[config.mk]
export PLATFORM = sky130hd
export DESIGN_NAME = conv_window_gen
export DESIGN_NICKNAME = d
export VERILOG_FILES = /design/src/rtl/conv_window_gen.sv
export SDC_FILE = /design/constraint.sdc
export NUM_CORES = 1
export LEC_CHECK = 0
export ABC_AREA = 1
export BUFFER_PORTS_ARGS = -buffer_cell sky130_fd_sc_hd__buf_2
export CORE_ASPECT_RATIO = 1.75
export CORE_MARGIN = 2
export CORE_UTILIZATION = 38
export DETAILED_ROUTE_END_ITERATION = 16
export GPL_ROUTABILITY_DRIVEN = 0
export GPL_TIMING_DRIVEN = 0
export PLACE_DENSITY = 0.5
export SYNTH_ARGS = -nofsm -noshare
export SYNTH_HDL_FRONTEND = slang
export SYNTH_SLANG_ARGS = --single-unit
[constraint.sdc]
create_clock -name i_clk -period 3.1 [get_ports i_clk]
set_input_delay 0.775 -clock i_clk [delete_from_list [all_inputs] [get_ports i_clk]]
set_output_delay 0.775 -clock i_clk [all_outputs]
set_load 0.05 [all_outputs]
[src/rtl/conv_window_gen.sv]
// conv_window_gen: streaming 3x3 sliding-window generator.
// Accepts one pixel per cycle in raster order, keeps the two previous rows in
// line buffers and emits every complete 3x3 neighbourhood ("valid" convolution,
// no padding) as a packed 9-term vector with a valid/ready output handshake.
//
// Handshake: a pixel transfers on a rising edge where i_valid && o_ready; a
// window transfers on a rising edge where o_valid && i_ready. o_ready is
// !o_valid || i_ready, so an accept never overwrites an unconsumed window, and
// while o_valid && !i_ready every piece of state holds.
module conv_window_gen #(
    parameter int WORD_WIDTH = 8,
    parameter int IMG_WIDTH  = 32,
    parameter int IMG_HEIGHT = 32
) (
    input  logic                      i_clk,
    input  logic                      i_rst_n,
    input  logic [WORD_WIDTH-1:0]     i_pixel,
    input  logic                      i_valid,
    output logic                      o_ready,
    output logic [9*WORD_WIDTH-1:0]   o_window,
    output logic                      o_valid,
    input  logic                      i_ready,
    output logic                      o_last
);

    localparam int CW = $clog2(IMG_WIDTH);
    localparam int RW = $clog2(IMG_HEIGHT);
    localparam logic [CW-1:0] COL_MAX = CW'(IMG_WIDTH - 1);
    localparam logic [RW-1:0] ROW_MAX = RW'(IMG_HEIGHT - 1);
    localparam logic [CW-1:0] COL_TWO = CW'(2);
    localparam logic [RW-1:0] ROW_TWO = RW'(2);

    logic [CW-1:0]         col;
    logic [RW-1:0]         row;
    logic [WORD_WIDTH-1:0] lb0 [IMG_WIDTH];
    logic [WORD_WIDTH-1:0] lb1 [IMG_WIDTH];
    logic [WORD_WIDTH-1:0] win      [9];
    logic [WORD_WIDTH-1:0] win_next [9];
    logic [9*WORD_WIDTH-1:0] win_packed;
    logic accept;
    logic emit;
    logic frame_end;

    assign o_ready   = !o_valid || i_ready;
    assign accept    = i_valid && o_ready;
    // The pixel being accepted completes a window once two full rows and two
    // earlier columns of the current row are already behind it.
    assign emit      = (row >= ROW_TWO) && (col >= COL_TWO);
    assign frame_end = (row == ROW_MAX) && (col == COL_MAX);

    // Window after the shift: columns move left, the buffered column enters c=2.
    always_comb begin
        for (int r = 0; r < 3; r++) begin
            win_next[r*3+0] = win[r*3+1];
            win_next[r*3+1] = win[r*3+2];
        end
        win_next[2] = lb0[col];
        win_next[5] = lb1[col];
        win_next[8] = i_pixel;
    end

    // Pack the shifted window, term k at [k*WORD_WIDTH +: WORD_WIDTH].
    always_comb begin
        win_packed = '0;
        for (int k = 0; k < 9; k++) begin
            win_packed[k*WORD_WIDTH +: WORD_WIDTH] = win_next[k];
        end
    end

    // Raster position counters; wrap at end of row and end of frame.
    always_ff @(posedge i_clk or negedge i_rst_n) begin
        if (!i_rst_n) begin
            col <= '0;
            row <= '0;
        end else if (accept) begin
            if (col == COL_MAX) begin
                col <= '0;
                row <= (row == ROW_MAX) ? '0 : row + 1'b1;
            end else begin
                col <= col + 1'b1;
            end
        end
    end

    // Line buffers: row-above moves up, new pixel replaces it. Never reset;
    // stale contents are only read while emission is still gated off.
    always_ff @(posedge i_clk) begin
        if (accept) begin
            lb0[col] <= lb1[col];
            lb1[col] <= i_pixel;
        end
    end

    // 3x3 working window, shifted on every accepted pixel.
    always_ff @(posedge i_clk or negedge i_rst_n) begin
        if (!i_rst_n) begin
            for (int k = 0; k < 9; k++) begin
                win[k] <= '0;
            end
        end else if (accept) begin
            for (int k = 0; k < 9; k++) begin
                win[k] <= win_next[k];
            end
        end
    end

    // Output register: load on an emitting accept, clear valid on a
    // non-emitting accept or on a drain, hold during a stall.
    always_ff @(posedge i_clk or negedge i_rst_n) begin
        if (!i_rst_n) begin
            o_valid  <= 1'b0;
            o_last   <= 1'b0;
            o_window <= '0;
        end else if (accept) begin
            o_valid <= emit;
            o_last  <= emit && frame_end;
            if (emit) begin
                o_window <= win_packed;
            end
        end else if (i_ready) begin
            o_valid <= 1'b0;
            o_last  <= 1'b0;
        end
    end

endmodule

Word-level counts from Yosys, hierarchy flattened --
Memory sizes are Yosys's and may differ from the RTL's. Index checks and enable logic that the tools add are counted.
Cells by class: reductions and logical operators 9, add/subtract/negate cells 2, equality and inequality tests 2, mux-type cells 7, order comparisons 2
Operator list (number):
- 5-bit by 1-bit adder with 5-bit output (second input constant) | 2
- 5-bit equality test (second input constant) | 2
- 5-bit by 2-bit >= comparator with 1-bit output (second input constant) | 2
- 5-bit 2-to-1 mux | 2
- 1-bit 2-to-1 mux | 5
- 1-bit logical AND | 4
- 2-bit AND reduction | 2
- 2-bit nonzero test | 1
- 1-bit zero test | 1
- 1-bit logical OR | 1
Storage, ports and cells: input port bits 12, RAM bits 512, output and inout bits 75, flip-flop bits (word level) 132, word-level logic and storage cells 35, memories 2
Memories:
- lb0 | words 32, bits a word 8, read ports 1, clocked after memory_dff 0, wr ports 1, line 35 | logic [WORD_WIDTH-1:0] lb0 [IMG_WIDTH];
- lb1 | words 32, bits a word 8, read ports 1, clocked after memory_dff 0, wr ports 1, line 36 | logic [WORD_WIDTH-1:0] lb1 [IMG_WIDTH];

Depth between registers and ports, before layout --
Gate-level depths: netlist (run 1).
depth after elaboration 5, gate-level depth with buffers 14, gate-level depth less buffers 11

Least setup slack after synthesis (run 1) --
No wires, ideal clock.
kind input -> register, start input port i_ready, end memory lb0[15][0], enable pin, library setup time 0.409 ns, path buffers 2, setup slack -0.276 ns, required time 2.691 ns, stages on the path 6, data arrival time 2.966 ns, cells stage by stage inv_2 -> nand2_1 -> nand2_2 -> buf_2 -> buf_1 -> nor3_1
Between the ends: longest elaborated chain between the ends 4
RTL lines:
- from (decl) | line 22 | input logic i_ready,
- 1-bit logical OR | line 44 | assign o_ready = !o_valid || i_ready;
- named net o_ready | line 19 | output logic o_ready,
- 1-bit logical AND | line 45 | assign accept = i_valid && o_ready;
- 1-bit 2-to-1 mux | line 88 | if (accept) begin
- 1-bit 2-to-1 mux (not written as such) | line 89 | lb0[col] <= lb1[col];
- to (decl) | line 35
The timed path passes the listed nets, and every way through them passes these cells.

Worst setup path after layout (run 1) --
start register col[1], end memory lb0[1][4], enable pin
RTL lines:
- from (decl) | line 33 | logic [CW-1:0] col;
- from (signal assigned) | line 80 | col <= col + 1'b1;
Straight into the memory's write port.

==> metrics, run 1 <==
R2R Path Start col[1]$_DFFE_PN0P_; crit-path cells inv_2 > buf_2 > buf_2 > ha_1 > nand2_1 > nor2_2 > buf_8; vias in the first global route around 19000; worst endpoint required time approximately 3.4 ns; DRT iter0 DRCs about 1300; Post-CTS Setup Bufs 0; share of layout cells above drive strength 1 0.120; failing checks negative setup slack; Total Die Area 75300 um^2; Routed WL 81300 um; post-cts resize count 3; chip height 361 um; crit path kind flop to flop; via/cell ratio around 4.7; Reg2Reg Depth 7; Sink Count 644; top cell type's share of synthesized area 0.554; WL per Instance between 20 and 25 um; Power Total between 0.03 and 0.04 W; status finished with violations; Clock Latency Late Sink about 0.63 ns; clock buffer depth 3; max-cap violation count 0; port bufs 86; leading area contributor after synthesis edfxtp_1; initial antenna violation count 0; fmax 314 MHz; final worst path period share 1.03; CTS Buf Count about 60; Routed Antenna Nets 0; Mapped Cells 2847; Finish-stage setup viols 79; Final min period 3.19 ns; I/O pins 87; Yosys warning count 0; residual DRC count 0; overall routing resource usage 0.217; Pwr Density around 1000 nW/um^2; worst r2r dst lb0[1][4]$_DFFE_PP_; Congestion Overflow GR 0; worst hold path class input port to async pin; via count approximately 19000; CTS tree yes; Crit-path slowest cell nor2_2; register area approximately 19000 um^2; Syn Area/Cell between 9 and 10 um^2; synthesized flop and latch total roughly 640; top post-synthesis cells by area edfxtp_1 (55%), nand2_1 (15%), dfrtp_1 (12%); area grow syn2layout 15.0%; core region area 72600 um^2; Slew Limit Fails 0; Yosys cell types 25; synthesized net count ~2900; most used cell, CP buf_2; Final nets just over 3000; diode count 0; CP max stage delay about 0.68 ns; Detail Placement HPWL 60400 um; fill count approximately 7000; Fin. Hold Viols 0; Setup TNS Final -3.88 ns; largest net degree at the start of global routing around 80; Reg2Reg Setup Slack -0.09 ns; Setup crit end kind flop; multi-input logic area ~6500 um^2; First-pass DRT Iterations 7; global-route wire length before repair between 100000 and 150000 um; Root Driver clkbuf_16; hold buffers post-CTS 0; Post-Route Skew between 0.02 and 0.025 ns; Slew @ Worst Pin between 1 and 1.5 ns; Setup WS pre-CTS -0.400 ns; clk slew on worst S/H paths about 0.07 ns; Rows ~130; Worst Setup Start Kind flop; Setup WS post-layout -0.0883 ns; sequential area share after synthesis 0.673; worst-path fanout max 11; critical path arrival around 3.5 ns; RSZ-0062 raised after global routing yes; Worst slew margin 0.288; cell area after layout 31900 um^2; Post-Syn Area about 28000 um^2; Initial Util 0.382; leakage power between 10 and 15 nW; Die W 208 um; # H-tree levels 2; peak supply drop 0.577 mV; dpl cell area roughly 30000 um^2
-- worst max path at each step --
stage	endpoint	from	slack, ns
after detailed placement	lb0[11][2]$_DFFE_PP_	col[1]$_DFFE_PN0P_	-0.40
after CTS	lb0[9][7]$_DFFE_PP_	col[1]$_DFFE_PN0P_	-0.05
after floorplan	lb0[15][0]$_DFFE_PP_	i_ready	-0.28
after global routing	lb1[16][1]$_DFFE_PP_	col[1]$_DFFE_PN0P_	-0.17
final	lb0[1][4]$_DFFE_PP_	col[1]$_DFFE_PN0P_	-0.09
after global placement	lb1[15][5]$_DFFE_PP_	i_ready	-1.66
-- worst max-delay path: cells and delay by family (launching register included) --
family | cells | cell delay, ns
adder cells (fa/ha/maj) | 1 | 0.21
buffers and inverters | 4 | 1.12
flip-flops | 1 | 0.55
AND/OR/NAND/NOR | 2 | 0.99
-- through the flow --
stage / util / hold WS (ns) / std cells
floorplan: - / 0.442 / 2847
global placement: 0.404 / 0.454 / 3864
detailed placement: 0.413 / 0.452 / 3900
CTS: 0.439 / 0.113 / 4008
global route: 0.439 / 0.137 / 4008
finish: 0.439 / 0.117 / 4008
-- power by group --
group / leakage [nW] / internal (W) / switching (W) / total [W]
registers: 6.29 / 0.0119 / 0.000479 / 0.0123
logic: 7.68 / 0.00283 / 0.00964 / 0.0125
clock network: 0.921 / 0.00403 / 0.00320 / 0.00723
total: 14.9 / 0.0187 / 0.0133 / 0.0320
-- cells in the final DEF (no fill, tap or decap), types with 5 or more instances in the layout --
cell type	n
buf_2	140
buf_4	44
buf_6	8
buf_8	29
clkbuf_1	30
clkbuf_16	59
clkbuf_8	7
clkinv_1	6
clkinv_2	9
dfrtp_1	132
edfxtp_1	512
ha_1	8
inv_1	529
inv_2	5
nand2_1	1127
nand2_2	5
nand3_1	244
nor2_1	37
nor2_2	35
o21ai_0	69
-- layer usage --
| layer | vias up | wire length [um] | global-route usage |
|---|---|---|---|
| met2 | 442 | 46300 | 0.439 |
| met5 | - | 0 | 0 |
| li1 | 9203 | - | - |
| met4 | 0 | 5280 | 0.128 |
| met3 | 193 | 2470 | 0.0229 |
| met1 | 9019 | 27300 | 0.206 |
-- flip-flops by register name, summed over array words and instances (netlist names) --
name	flops
col	5
lb0	256
lb1	256
o_last	1
o_valid	1
o_window	72
row	5
win	48
-- cells by family after synthesis --
logic type,after synthesis,synth area share
simple gates,1465,0.211
buf+inv,655,0.0982
flops,644,0.673
compound gates,75,0.0136
fa+ha+maj,8,0.00361
-- final cells by class --
type                            count  share of cell area
Timing Repair Buffer              122              0.0314
Tap cell                          931              0.0365
Buffer                            120              0.0224
Sequential cell                   644               0.585
Inverter                          535              0.0630
Clock inverter                     23             0.00682
Multi-Input combinational cell   1548               0.203
Clock buffer                       85              0.0519
-- synthesized netlist by cell type, drive strengths merged --
library cell and n:
o21ai 73, nor3 8, buf 106, inv 535
nor2 74, a21oi 1, nand3 245, a31oi 1
nand2 1136, clkbuf 14, edfxtp 512, dfrtp 132
ha 8, nor4 1, and3 1
Note: power is estimated with default switching activity, not from simulation.
==> inputs of run 2 (changes only) <==
--- a/config.mk
+++ b/config.mk
@@ -9,11 +9,12 @@
 export BUFFER_PORTS_ARGS = -buffer_cell sky130_fd_sc_hd__buf_2
 export CORE_ASPECT_RATIO = 1.75
 export CORE_MARGIN = 2
-export CORE_UTILIZATION = 38
+export CORE_UTILIZATION = 40
 export DETAILED_ROUTE_END_ITERATION = 16
 export GPL_ROUTABILITY_DRIVEN = 0
 export GPL_TIMING_DRIVEN = 0
-export PLACE_DENSITY = 0.5
+export PLACE_DENSITY = 0.52
+export SKIP_LAST_GASP = 1
 export SYNTH_ARGS = -nofsm -noshare
 export SYNTH_HDL_FRONTEND = slang
 export SYNTH_SLANG_ARGS = --single-unit
==> constraint.sdc (replaced) <==
create_clock -name i_clk -period 3 [get_ports i_clk]
set_input_delay 0.75 -clock i_clk [delete_from_list [all_inputs] [get_ports i_clk]]
set_output_delay 0.75 -clock i_clk [all_outputs]
set_load 0.05 [all_outputs]
==> run 2 against run 1 <==
The flow now finishes without violations; clock skew is 0.0018 ns lower; via count fell by 0.11%; critical path type unchanged; combinational power up 3%; largest power group unchanged; final cell count shrank 0.62%; sequential cell count unchanged; global-route usage grew 0.80 points; total power rose by 2.8%; setup slack better by 0.16 ns.
==> metrics, run 2 (synthesis gave the netlist of run 1 again) <==
crit-path cells buf_6 > inv_4 > buf_4 > buf_4 > ha_1 > nand2_1 > nor2_2 > buf_8 (was inv_2 > buf_2 > buf_2 > ha_1 > nand2_1 > nor2_2 > buf_8); worst-path fanout max 11 (unchanged); Slew @ Worst Pin 0.967 ns (was 1.06 ns); most common cell after layout, fill and taps aside nand2_1 (unchanged); # H-tree levels 2 (unchanged); area grow syn2layout 15.4% (was 15.0%); fill count 6470 (was 7024); overall routing resource usage 0.225 (was 0.217); Finish-stage setup viols 0 (was 79); Routed WL 80000 um (was 81300 um); share of layout cells above drive strength 1 0.122 (was 0.120); Setup WS post-layout 0.0705 ns (was -0.0883 ns); First-pass DRT Iterations 5 (was 7); clock buffer depth 3 (unchanged); port bufs 86 (unchanged); Crit-path slowest cell nor2_2 (unchanged); Sink Count 644 (unchanged); Die W 203 um (was 208 um); I/O pins 87 (unchanged); residual DRC count 0 (unchanged); fmax 341 MHz (was 314 MHz); RSZ-0062 raised after global routing yes (unchanged); Final min period 2.93 ns (was 3.19 ns); Fin. Hold Viols 0 (unchanged); Pwr Density 1030 nW/um^2 (was 1000 nW/um^2); Worst Setup Start Kind flop (unchanged); Reg2Reg Depth 8 (was 7); Setup WS pre-CTS -0.336 ns (was -0.400 ns); worst hold margin 0.0411 ns (was 0.117 ns); Top Registers lb0 x256, lb1 x256, o_window x72 (unchanged); largest net degree at the start of global routing 98 (was 82); status finished, final reports clean (was finished with violations); Setup crit end kind flop (unchanged); Clock Latency Late Sink 0.61 ns (was 0.63 ns); peak supply drop 0.930 mV (was 0.577 mV); dpl cell area 29800 um^2 (was 30000 um^2); diode count 0 (unchanged); initial antenna violation count 0 (unchanged); global-route wire length before repair 117000 um (was 119000 um); final core occ 0.466 (was 0.439); CP max stage delay 0.66 ns (was 0.68 ns); Power Total 0.0329 W (was 0.0320 W); CTS tree yes (unchanged); Routed Antenna Nets 0 (unchanged); Total Die Area 71500 um^2 (was 75300 um^2); max-cap violation count 0 (unchanged); DRT iter0 DRCs 1225 (was 1292); worst hold path class input port to async pin (unchanged); Slew Limit Fails 0 (unchanged); Root Driver clkbuf_16 (unchanged); final worst path period share 0.977 (was 1.03); via/cell ratio 4.73 (was 4.70); Worst slew margin 0.352 (was 0.288); via count 18837 (was 18857); chip height 352 um (was 361 um); WL per Instance 20.1 um (was 20.3 um); crit path kind flop to flop (unchanged); leakage power 14.9 nW (about the same); clk slew on worst S/H paths 0.07 ns (about the same); vias in the first global route 19051 (was 19087); cell area after layout 32000 um^2 (was 31900 um^2); worst endpoint required time 3.31 ns (was 3.42 ns); Congestion Overflow GR 0 (unchanged); core region area 68600 um^2 (was 72600 um^2); Detail Placement HPWL 58400 um (was 60400 um); most used cell, CP buf_4 (was buf_2); Post-Route Skew 0.0208 ns (was 0.0226 ns); CTS Buf Count 56 (was 59); commonest cells after routing, fill and taps aside nand2_1 (1125), inv_1 (529), edfxtp_1 (512) (was nand2_1 (1127), inv_1 (529), edfxtp_1 (512)); Final nets 3055 (was 3050); critical path arrival 3.24 ns (was 3.51 ns); Initial Util 0.404 (was 0.382); Rows 127 (was 131)
run 2: changes by cell type in the layout (fill, tap and decap cells not counted), sizes merged:
cell / previous run / this run
clkbuf: 99 / 88
buf: 228 / 236
bufinv: 4 / 5
clkinv: 15 / 22
inv: 537 / 535
run 2: metal layers:
layer	share of wire	GRT usage	wire (um)	vias up
li1	-	-	-	9203
met1	0.33	0.214	26200	8949
met2	0.57	0.451	45300	493
met3	0.037	0.0219	2980	192
met4	0.069	0.135	5500	0
met5	0	0	0	-
run 2: final cells by class:
class                   instances  area, um^2  area share
plain buffers                 120         714      0.0223
clock buffers                  74        1540      0.0481
clock inverters                29         265     0.00829
inverters                     535        2010      0.0628
multi-input cells            1548        6560       0.205
flip-flops and latches        644       18700       0.584
well taps                     903        1130      0.0353
repair buffers                130        1100      0.0343
run 2: worst paths after layout:
kind                                     startpoint                  endpoint  slack (ns)
setup reg to reg                 col[0]$_DFFE_PN0P_      lb1[22][2]$_DFFE_PP_        0.07
max in group asynchronous                   i_rst_n       win[36]$_DFFE_PN0P_        2.15
hold / removal                              i_rst_n  o_window[53]$_DFFE_PN0P_        0.04
setup / recovery                 col[0]$_DFFE_PN0P_      lb1[22][2]$_DFFE_PP_        0.07
hold reg to reg            o_window[50]$_DFFE_PN0P_  o_window[50]$_DFFE_PN0P_        0.47
min in group i_clk                          i_ready        o_last$_DFFE_PN0P_        0.45
run 2: what timing repair did:
item / CTS / global route
endpoints found under the setup margin: 294 / 300
buffers inserted: 4 / 10
resized for setup: 8 / 19
pin swaps: 3 / 9
hold buffers: 0 / 0
run 2: critical path, delay by kind of cell, from the launching register on:
kind	cells	cell delay [ns]
adders and majority gates	1	0.19
buffers and inverters	5	0.98
DFF	1	0.42
and+or+nand+nor	2	1.01
run 2: per-stage QoR:
step | std cells | TNS, ns
final | 3983 | 0
after global routing | 3983 | -0.175
after CTS | 3973 | -22.15
after detailed placement | 3866 | -46.14
after global placement | 3836 | -514.66
after floorplan | 2847 | -22.43
run 2: power breakdown:
group	switching (W)	internal, W
registers	0.000509	0.0123
clock network	0.00323	0.00403
logic	0.00999	0.00292
==> inputs of run 3 (changes only) <==
--- a/config.mk
+++ b/config.mk
@@ -13,7 +13,7 @@
 export DETAILED_ROUTE_END_ITERATION = 16
 export GPL_ROUTABILITY_DRIVEN = 0
 export GPL_TIMING_DRIVEN = 0
-export PLACE_DENSITY = 0.52
+export PLACE_DENSITY = 0.54
 export SKIP_LAST_GASP = 1
 export SYNTH_ARGS = -nofsm -noshare
 export SYNTH_HDL_FRONTEND = slang
==> constraint.sdc (replaced) <==
create_clock -name i_clk -period 2.6 [get_ports i_clk]
set_input_delay 0.13 -clock i_clk [delete_from_list [all_inputs] [get_ports i_clk]]
set_output_delay 0.13 -clock i_clk [all_outputs]
set_load 0.05 [all_outputs]
==> run 3 against run 2 <==
Fmax is 16% higher; worst hold slack better by 0.00053 ns; clock-buffer cell count down 1; core utilization increased by 0.72 points; sequential cell count is the same; sequential share of layout area decreased by 0.89 points; setup slack worse by 0.0054 ns; combinational power increased by 19%; largest cell class unchanged.
==> metrics, run 3 (synthesis gave the netlist of run 1 again) <==
Die W 203 um (unchanged); fmax 394 MHz (was 341 MHz); global-route wire length before repair 119000 um (was 117000 um); worst-path fanout max 34 (was 11); largest net degree at the start of global routing 98 (unchanged); final core occ 0.473 (was 0.466); Final min period 2.53 ns (was 2.93 ns); area grow syn2layout 17.1% (was 15.4%); CTS tree yes (unchanged); Slew Limit Fails 0 (unchanged); final worst path period share 0.975 (was 0.977); critical path arrival 2.80 ns (was 3.24 ns); non-filler cells in the finished layout 4001 (was 3983); status finished, final reports clean (unchanged); most common cell after layout, fill and taps aside nand2_1 (unchanged); Congestion Overflow GR 0 (unchanged); WL per Instance 20.0 um (was 20.1 um); R2R Path Start col[0]$_DFFE_PN0P_ (unchanged); Pwr Density 1200 nW/um^2 (was 1030 nW/um^2); DRT iter0 DRCs 1342 (was 1225); vias in the first global route 19511 (was 19051); Post-Route Skew 0.0259 ns (was 0.0208 ns); Final nets 3074 (was 3055); cell area after layout 32500 um^2 (was 32000 um^2); Top Registers lb0 x256, lb1 x256, o_window x72 (unchanged); clock buffer depth 3 (unchanged); RSZ-0062 raised after global routing yes (unchanged); crit path kind flop to flop (unchanged); CTS Buf Count 57 (was 56); Worst slew margin 0.321 (was 0.352); residual DRC count 0 (unchanged); clk slew on worst S/H paths 0.07 ns (about the same); initial antenna violation count 0 (unchanged); port bufs 86 (unchanged); Worst Setup Start Kind flop (unchanged); leakage power 15.2 nW (was 14.9 nW); overall routing resource usage 0.226 (was 0.225); Fin. Hold Viols 0 (unchanged); Root Driver clkbuf_16 (unchanged); First-pass DRT Iterations 5 (unchanged); Rows 127 (unchanged); max-cap violation count 0 (unchanged); Finish-stage setup viols 0 (unchanged); dpl cell area 29700 um^2 (was 29800 um^2); Total Die Area 71500 um^2 (unchanged); diode count 0 (unchanged); core region area 68600 um^2 (unchanged); peak supply drop 1.04 mV (was 0.930 mV); via/cell ratio 4.74 (was 4.73); commonest cells after routing, fill and taps aside nand2_1 (1124), inv_1 (528), edfxtp_1 (512) (was nand2_1 (1125), inv_1 (529), edfxtp_1 (512)); # H-tree levels 2 (unchanged); Slew @ Worst Pin 1.02 ns (was 0.967 ns); Setup crit end kind flop (unchanged); share of layout cells above drive strength 1 0.133 (was 0.122); via count 18975 (was 18837); start point of the critical path col[0]$_DFFE_PN0P_ (unchanged); worst endpoint required time 2.87 ns (was 3.31 ns); Inst Count DP 3850 (was 3866); Routed WL 80100 um (was 80000 um); Setup TNS Final 0 ns (unchanged); Sink Count 644 (unchanged); I/O pins 87 (unchanged); chip height 352 um (unchanged); Routed Antenna Nets 0 (unchanged); Detail Placement HPWL 56800 um (was 58400 um); Clock Latency Late Sink 0.63 ns (was 0.61 ns); Initial Util 0.404 (unchanged); worst hold path class input port to async pin (unchanged)
[run 3: repair_timing]
action                                  CTS  global route
cloned                                    0             1
pin swaps                                23             8
hold endpoints to repair                134             0
gates resized for setup                  55            18
endpoints found under the setup margin  696           348
hold buffers                              3             0
buffers inserted                         34            10
[run 3: final timing paths]
kind / end / cells after the start / slack, ns
max in group asynchronous: win[33]$_DFFE_PN0P_ / 3 / 2.03
min reg2reg: o_window[50]$_DFFE_PN0P_ / 2 / 0.47
max: lb0[21][2]$_DFFE_PP_ / 11 / 0.07
max reg2reg: lb0[21][2]$_DFFE_PP_ / 11 / 0.07
min: o_window[66]$_DFFE_PN0P_ / 3 / 0.04
min in group i_clk: lb1[15][7]$_DFFE_PP_ / 1 / 0.11
[run 3: final cells by class]
cell class	instances	area (um^2)
plain buffers	120	733
fillers	6449	36200
multi-input cells	1549	6730
clock buffers	73	1620
inverters	535	2010
repair buffers	147	1250
well taps	903	1130
flip-flops and latches	644	18700
clock inverters	30	337
[run 3: stage by stage]
step | setup WS (ns) | hold WS [ns] | power, W
after CTS | -0.00785 | 0.0181 | 0.0391
after detailed placement | -0.983 | 0.0490 | 0.0297
after global placement | -1.23 | 0.436 | 0.0283
after global routing | -0.00515 | 0.0550 | 0.0409
final | 0.0651 | 0.0416 | 0.0390
after floorplan | -0.172 | -0.166 | 0.0236
[run 3: metal layers]
| metal | up-vias | track usage | wire, um |
|---|---|---|---|
| met5 | - | 0 | 0 |
| met1 | 8995 | 0.215 | 26100 |
| li1 | 9244 | - | - |
| met4 | 0 | 0.171 | 6940 |
| met2 | 514 | 0.437 | 44000 |
| met3 | 222 | 0.0237 | 3060 |
[run 3: where the power goes]
part           internal (W)  leakage [nW]  switching, W
clock network       0.00508         0.974       0.00383
logic               0.00370          7.92        0.0117
registers            0.0141          6.29      0.000581
[run 3: worst max-delay path, cell delays in order (launching register included)]
cell and delay (ns):
dfrtp_1 0.43, buf_6 0.18, inv_4 0.10, buf_6 0.18
buf_4 0.24, nand2_1 0.07, nand3_1 0.07, nand2_1 0.06
nand2_1 0.05, nand2_1 0.15, nor2_1 0.33, nand2_8 0.27
